**src/rtl/sm_arith_pkg.sv**
```systemverilog
// Shared sign-magnitude arithmetic definitions: FSM states, default widths
// (common with the multiplier) and sign-bit index helpers.
package sm_arith_pkg;

  localparam int DEF_MAG_W = 4;
  localparam int DEF_DIV_W = 2;

  typedef enum logic [1:0] {
    ST_IDLE = 2'd0,
    ST_RUN  = 2'd1,
    ST_DONE = 2'd2
  } sm_state_e;

  // In a sign-magnitude word of mag_w magnitude bits the sign sits just above them.
  function automatic int sign_bit(input int mag_w);
    return mag_w;
  endfunction

endpackage

```
**src/rtl/sm_divider_if.sv**
```systemverilog
// Request/result bundle for sm_divider. Valid/ready contract: start is a one-cycle
// request honoured only while busy=0; results are valid while done=1 and held after.
interface sm_divider_if
  import sm_arith_pkg::*;
#(
    parameter int MAG_W = DEF_MAG_W,
    parameter int DIV_W = DEF_DIV_W
) ();

    logic             start;
    logic [MAG_W:0]   dividend;
    logic [DIV_W:0]   divisor;
    logic             busy;
    logic             done;
    logic [MAG_W:0]   quotient;
    logic [DIV_W:0]   remainder;
    logic             zero_flag;
    logic             div_by_zero;
    sm_state_e        state_dbg;

    modport master (
        output start, dividend, divisor,
        input  busy, done, quotient, remainder, zero_flag, div_by_zero, state_dbg
    );

    modport slave (
        input  start, dividend, divisor,
        output busy, done, quotient, remainder, zero_flag, div_by_zero, state_dbg
    );

endinterface

```
**src/rtl/sm_div_step.sv**
```systemverilog
// One restoring shift-subtract step: shift in the next dividend bit, trial
// subtract the divisor, keep the difference when it does not go negative.
module sm_div_step #(
    parameter int DIV_W = 2
) (
    input  logic [DIV_W:0]   prem_i,
    input  logic             bit_i,
    input  logic [DIV_W-1:0] dvs_i,
    output logic [DIV_W:0]   prem_o,
    output logic             q_o
);

    logic [DIV_W+1:0] shifted;

    always_comb begin
        shifted = {prem_i, bit_i};
        q_o     = (shifted >= (DIV_W+2)'(dvs_i));
        prem_o  = q_o ? (DIV_W+1)'(shifted - (DIV_W+2)'(dvs_i)) : shifted[DIV_W:0];
    end

endmodule

```
**src/rtl/sm_divider.sv**
```systemverilog
// Sequential sign-magnitude restoring divider, one quotient bit per clock.
// Optional SM_DIV_EARLY_EXIT_EN: finish immediately when |dividend| < |divisor|.
module sm_divider
  import sm_arith_pkg::*;
#(
    parameter int MAG_W = DEF_MAG_W,
    parameter int DIV_W = DEF_DIV_W
) (
    input  logic          clk,
    input  logic          rst_n,
    sm_divider_if.slave   bus
);

    localparam int DVD_SB = sign_bit(MAG_W);
    localparam int DVS_SB = sign_bit(DIV_W);
    localparam int CNT_W  = $clog2(MAG_W + 1);

    sm_state_e        state_q, state_d;
    logic [MAG_W-1:0] dvd_mag_q, dvd_mag_d;
    logic             dvd_sign_q, dvd_sign_d;
    logic [DIV_W-1:0] dvs_mag_q, dvs_mag_d;
    logic             dvs_sign_q, dvs_sign_d;
    logic [DIV_W:0]   prem_q, prem_d;
    logic [CNT_W-1:0] cnt_q, cnt_d;
    logic [MAG_W:0]   quotient_q, quotient_d;
    logic [DIV_W:0]   remainder_q, remainder_d;
    logic             zero_q, zero_d;
    logic             dbz_q, dbz_d;

    logic [DIV_W:0]   step_prem;
    logic             step_q;
    logic [MAG_W-1:0] q_mag;
    logic [DIV_W-1:0] r_mag;

    sm_div_step #(.DIV_W(DIV_W)) u_step (
        .prem_i (prem_q),
        .bit_i  (dvd_mag_q[MAG_W-1]),
        .dvs_i  (dvs_mag_q),
        .prem_o (step_prem),
        .q_o    (step_q)
    );

    always_comb begin
        state_d     = state_q;
        dvd_mag_d   = dvd_mag_q;
        dvd_sign_d  = dvd_sign_q;
        dvs_mag_d   = dvs_mag_q;
        dvs_sign_d  = dvs_sign_q;
        prem_d      = prem_q;
        cnt_d       = cnt_q;
        quotient_d  = quotient_q;
        remainder_d = remainder_q;
        zero_d      = zero_q;
        dbz_d       = dbz_q;
        q_mag       = {dvd_mag_q[MAG_W-2:0], step_q};
        r_mag       = step_prem[DIV_W-1:0];

        unique case (state_q)
            ST_IDLE: begin
                if (bus.start) begin
                    dvd_sign_d = bus.dividend[DVD_SB];
                    dvd_mag_d  = bus.dividend[MAG_W-1:0];
                    dvs_sign_d = bus.divisor[DVS_SB];
                    dvs_mag_d  = bus.divisor[DIV_W-1:0];
                    if (bus.divisor[DIV_W-1:0] == '0) begin
                        quotient_d  = '0;
                        remainder_d = '0;
                        zero_d      = 1'b1;
                        dbz_d       = 1'b1;
                        state_d     = ST_DONE;
                    end
`ifdef SM_DIV_EARLY_EXIT_EN
                    else if (bus.dividend[MAG_W-1:0] < MAG_W'(bus.divisor[DIV_W-1:0])) begin
                        // Quotient is 0 and the dividend itself is the remainder (fits DIV_W bits).
                        quotient_d  = '0;
                        remainder_d = {bus.dividend[DVD_SB] & (|bus.dividend[DIV_W-1:0]),
                                       bus.dividend[DIV_W-1:0]};
                        zero_d      = 1'b1;
                        dbz_d       = 1'b0;
                        state_d     = ST_DONE;
                    end
`endif
                    else begin
                        cnt_d   = CNT_W'(MAG_W);
                        prem_d  = '0;
                        state_d = ST_RUN;
                    end
                end
            end

            ST_RUN: begin
                // Quotient bits shift into the vacated low end of the dividend register.
                prem_d    = step_prem;
                dvd_mag_d = q_mag;
                cnt_d     = cnt_q - CNT_W'(1);
                if (cnt_q == CNT_W'(1)) begin
                    quotient_d  = {(dvd_sign_q ^ dvs_sign_q) & (|q_mag), q_mag};
                    remainder_d = {dvd_sign_q & (|r_mag), r_mag};
                    zero_d      = ~(|q_mag);
                    dbz_d       = 1'b0;
                    state_d     = ST_DONE;
                end
            end

            ST_DONE: begin
                state_d = ST_IDLE;
            end

            default: begin
                state_d = ST_IDLE;
            end
        endcase
    end

    always_ff @(posedge clk or negedge rst_n) begin
        if (!rst_n) begin
            state_q     <= ST_IDLE;
            dvd_mag_q   <= '0;
            dvd_sign_q  <= 1'b0;
            dvs_mag_q   <= '0;
            dvs_sign_q  <= 1'b0;
            prem_q      <= '0;
            cnt_q       <= '0;
            quotient_q  <= '0;
            remainder_q <= '0;
            zero_q      <= 1'b0;
            dbz_q       <= 1'b0;
        end else begin
            state_q     <= state_d;
            dvd_mag_q   <= dvd_mag_d;
            dvd_sign_q  <= dvd_sign_d;
            dvs_mag_q   <= dvs_mag_d;
            dvs_sign_q  <= dvs_sign_d;
            prem_q      <= prem_d;
            cnt_q       <= cnt_d;
            quotient_q  <= quotient_d;
            remainder_q <= remainder_d;
            zero_q      <= zero_d;
            dbz_q       <= dbz_d;
        end
    end

    assign bus.busy        = (state_q != ST_IDLE);
    assign bus.done        = (state_q == ST_DONE);
    assign bus.quotient    = quotient_q;
    assign bus.remainder   = remainder_q;
    assign bus.zero_flag   = zero_q;
    assign bus.div_by_zero = dbz_q;
    assign bus.state_dbg   = state_q;

endmodule

```
**src/flat_wrapper.sv**
```systemverilog
// flat-port wrapper written by rule: the top's interface ports become plain ports
module sm_divider_flat import sm_arith_pkg::*;
#(
    parameter int MAG_W = DEF_MAG_W,
    parameter int DIV_W = DEF_DIV_W
)
  (clk, rst_n, bus_start, bus_dividend, bus_divisor, bus_busy, bus_done, bus_quotient, bus_remainder, bus_zero_flag, bus_div_by_zero, bus_state_dbg);
  sm_divider_if #(.MAG_W(MAG_W), .DIV_W(DIV_W)) bus_i ();
  input  logic clk;
  input  logic rst_n;
  input wire logic [$bits(bus_i.start)-1:0] bus_start;
  input wire logic [$bits(bus_i.dividend)-1:0] bus_dividend;
  input wire logic [$bits(bus_i.divisor)-1:0] bus_divisor;
  output wire logic [$bits(bus_i.busy)-1:0] bus_busy;
  output wire logic [$bits(bus_i.done)-1:0] bus_done;
  output wire logic [$bits(bus_i.quotient)-1:0] bus_quotient;
  output wire logic [$bits(bus_i.remainder)-1:0] bus_remainder;
  output wire logic [$bits(bus_i.zero_flag)-1:0] bus_zero_flag;
  output wire logic [$bits(bus_i.div_by_zero)-1:0] bus_div_by_zero;
  output wire logic [$bits(bus_i.state_dbg)-1:0] bus_state_dbg;
  assign bus_i.start = bus_start;
  assign bus_i.dividend = bus_dividend;
  assign bus_i.divisor = bus_divisor;
  assign bus_busy = bus_i.busy;
  assign bus_done = bus_i.done;
  assign bus_quotient = bus_i.quotient;
  assign bus_remainder = bus_i.remainder;
  assign bus_zero_flag = bus_i.zero_flag;
  assign bus_div_by_zero = bus_i.div_by_zero;
  assign bus_state_dbg = bus_i.state_dbg;
  sm_divider #(.MAG_W(MAG_W), .DIV_W(DIV_W)) u_core (.clk(clk), .rst_n(rst_n), .bus(bus_i));
endmodule
```
**config.mk**
```make
export PLATFORM = sky130hd
export DESIGN_NAME = sm_divider_flat
export DESIGN_NICKNAME = d
export VERILOG_FILES = /design/src/rtl/sm_arith_pkg.sv /design/src/rtl/sm_divider_if.sv /design/src/rtl/sm_div_step.sv /design/src/rtl/sm_divider.sv /design/src/flat_wrapper.sv
export SDC_FILE = /design/constraint.sdc
export NUM_CORES = 1
export LEC_CHECK = 0
export ABC_AREA = 1
export CORE_MARGIN = 1.5
export CORE_UTILIZATION = 53
export CTS_BUF_LIST = sky130_fd_sc_hd__clkbuf_4 sky130_fd_sc_hd__clkbuf_8
export DETAILED_ROUTE_END_ITERATION = 8
export PLACE_DENSITY = 0.89
export SETUP_SLACK_MARGIN = 0.15
export SYNTH_ARGS = -nofsm -noshare
export SYNTH_HDL_FRONTEND = slang
export SYNTH_SLANG_ARGS = --single-unit
```
**constraint.sdc**
```tcl
create_clock -name clk -period 2.1 [get_ports clk]
set_input_delay 0.42 -clock clk [delete_from_list [all_inputs] [get_ports clk]]
set_output_delay 0.42 -clock clk [all_outputs]
set_load 0.02 [all_outputs]
```
==> key figures <==
Setup path
  – Crit path DAT: roughly 1.4 ns
  – Slowest-stage cell, CP: clkdlybuf4s50_1
  – Endpoint type of the worst setup path: output pin
  – Family with the most delay on the worst path: buffers and inverters
  – Crit path kind: reg2out
  – WP data required: between 1.5 and 2 ns
  – Crit-path max FO: 3
  – CP peak stage delay: around 0.59 ns
  – Buf+Inv Stages, Crit Path: 2
  – CP Launch Type: flip-flop
  – Critical Path, Cell by Cell: buf_4 -> clkdlybuf4s50_1

Drt
  – Remaining DRCs: 0
  – First-pass iteration count of the detailed router: 4
  – Vias per cell: between 5 and 6
  – Wire length per cell: ~15 um
  – Total Routed Length: roughly 3.2 mm
  – Final ANT Viol Nets: 0
  – Vias: around 1200
  – Number of DRC markers in iteration 0: 42

Timing
  – Final min period: roughly 1.9 ns
  – Final hold viol count: 0
  – Hold WS: 0.4321 ns
  – Final Cycle Share: between 80% and 90%
  – Endpoints failing setup: 0
  – Slew headroom: 71.07%
  – Clock skew: 0.003499 ns
  – Fin worst setup slack: about 0.25 ns
  – Fin. max-slew vios: 0
  – Max Fclk: around 540 MHz
  – Setup TNS: 0 ns
  – Measured slew at the worst slew-check pin: around 0.43 ns
  – RSZ-0062 raised after global routing: no

Placement
  – Placed Cells: ~200
  – HPWL after DPL: ~2.3 mm
  – Port Buffers: 24
  – Placed inst area: 0.001583 mm^2
  – Place WS: ~0.17 ns
  – Routability cong.: roughly 0.91

Synth
  – Count leader, synth: nand2_1
  – Mapped Area: approximately 0.0013 mm^2
  – Warnings from Yosys: 0
  – Async SR Flop Fraction: between 90% and 100%
  – FF+latch count, synth: 26
  – Most used DFF post-synth: dfrtp_1
  – Post-Syn Instances: roughly 150
  – Post-synthesis sequential area ratio: roughly half
  – Area contributors post-synth: dfrtp_1 49%, nand2_1 14%, inv_1 5.4%, o21ai_2 4.0%, ha_1 3.8%
  – Mean post-synth cell area: around 8.7 um^2
  – Post-synth EDFFs: 0
  – Yosys top cell by area: dfrtp_1
  – Top cells by count, synth: 48 x nand2_1, 26 x dfrtp_1, 19 x inv_1, 10 x nand3_1, 7 x o21ai_0
  – Library cells used by synthesis: 24
  – Syn_nets: between 150 and 200
  – Synth top area share: around half

Cells and area
  – Non-filler instance count after layout: about 210
  – Register area: approximately 650 um^2
  – Share of cells above drive strength 1: between 10% and 20%
  – Final Util: 73.06%
  – Multi-input logic area: a little under 600 um^2
  – Antenna cell count: 0
  – Nets: 198
  – Post-route cell area: 0.001663 mm^2
  – Fillcell total: 152
  – Synth-to-Final Area Change: 25.97%

CTS
  – Clk buf depth: 2
  – CTS tree: done
  – Sink Count: 26
  – Cts hold-fix bufs: 0
  – H-tree depth: 1
  – Clock root buffer: clkbuf_4
  – Clock slew at reported path FFs: 0.14 ns
  – Worst-Skew Late Latency: approximately 0.33 ns
  – Number of buffers created by CTS: 3

Global routing
  – Initial antenna violation count: 0
  – Total track usage: 27.74%
  – Largest net degree at the start of global routing: 27
  – Congestion Overflow GR: 0
  – First-pass GRT wire length: between 5 and 6 mm
  – Number of global-route vias before repair: between 1000 and 1500

Status
  – Outcome: finished, final reports clean

Die
  – Placement Rows: 17
  – Die Width: 52.91 um
  – Die H: around 53 um
  – Core footprint: 0.002276 mm^2
  – Starting density of the core: between 50% and 60%
  – I/O Pins: 25
  – Total die area: 0.002799 mm^2

Pwr
  – VDD IR max: ~1200 uV
  – Leakage: between 0.8 and 0.9 nW
  – Pwr Total: 2.835 mW
  – Cell Pwr Density: 1705 mW/mm^2

Worst hold path
  – Tightest Hold Check Type: in2async

Job
  – Max-cap violation count: 0
==> layer usage <==
layer  track usage, %  part of all wire [%]
met3            3.107                   7.9
met4            11.97                   2.5
met1            33.71                    37
met2            49.38                    53
met5                0                     0
==> state kept, by name, summed over array words and instances, names as in the netlist <==
signal	cells
u_core.bus.div_by_zero	1
u_core.prem_q	3
u_core.cnt_q	3
u_core.dvs_mag_q	2
u_core.bus.state_dbg	2
u_core.bus.remainder	3
u_core.dvd_mag_q	4
u_core.dvd_sign_q	1
u_core.dvs_sign_q	1
u_core.bus.zero_flag	1
u_core.bus.quotient	5
==> cell families after synthesis <==
kind of cell | count (synthesis) | synth area share (%)
compound gates | 17 | 8.530
xor+xnor | 2 | 1.327
fa+ha+maj | 5 | 5.308
buf+inv | 24 | 8.057
flops | 26 | 49.29
simple gates | 77 | 27.49
==> where the power goes <==
part / switching, mW / total [mW] / leakage (nW) / internal [mW]
clock: 0.150 / 0.256 / 0.0210 / 0.106
sequential: 0.156 / 0.882 / 0.325 / 0.725
combinational: 1.07 / 1.70 / 0.504 / 0.627
total: 1.38 / 2.84 / 0.849 / 1.46
==> worst register-to-register path, cell delays in order, from the launching register on <==
cell     delay, ns
dfrtp_1       0.39
inv_1         0.10
ha_1          0.16
inv_1         0.06
fa_2          0.41
inv_2         0.13
nand3_4       0.12
nand2_1       0.12
nand2_2       0.08
nand2_1       0.07
nand2_1       0.06
nand2_1       0.06
==> final timing paths <==
kind                       slack (ns)               startpoint  depth (start not counted)                 endpoint
hold reg to reg                  0.50   u_core.bus.quotient[2]                          2   u_core.bus.quotient[2]
setup / recovery                 0.25  u_core.bus.state_dbg[1]                          2         bus_state_dbg[1]
setup reg to reg                 0.31      u_core.dvd_mag_q[3]                         11  u_core.bus.remainder[2]
max in group asynchronous        1.41                    rst_n                          2  u_core.bus.state_dbg[1]
min in group clk                 0.50   u_core.bus.quotient[2]                          2   u_core.bus.quotient[2]
hold / removal                   0.43                    rst_n                          2  u_core.bus.remainder[1]
==> cells in the final DEF, fill, tap and decap left out, types with 2 or more instances in the layout <==
master / instances
buf_4: 3
clkbuf_4: 3
clkdlybuf4s50_1: 22
dfrtp_1: 24
dfrtp_2: 2
ha_1: 4
inv_1: 18
inv_2: 5
nand2_1: 47
nand2_2: 4
nand3_1: 9
nand3_4: 2
nand4_1: 3
nor2_1: 6
nor2_2: 2
o21ai_0: 7
o21ai_2: 6
o22ai_1: 2
==> timing repair <==
action | CTS | global route
resized for setup | 4 | 6
buffers inserted | 0 | 2
cloned | 0 | 0
hold endpoints to repair | 0 | 0
pin swaps | 0 | 0
setup endpoints to repair | 3 | 10
==> layout make-up <==
| class | count | share of cell area [%] |
|---|---|---|
| sequential | 26 | 39.28 |
| multi-input combinational | 101 | 35.37 |
| timing repair buffer | 27 | 15.88 |
| inverter | 23 | 5.192 |
| clock buffer | 4 | 2.182 |
| tap | 28 | 2.107 |
No activity file was read; power rests on OpenSTA's default activity.
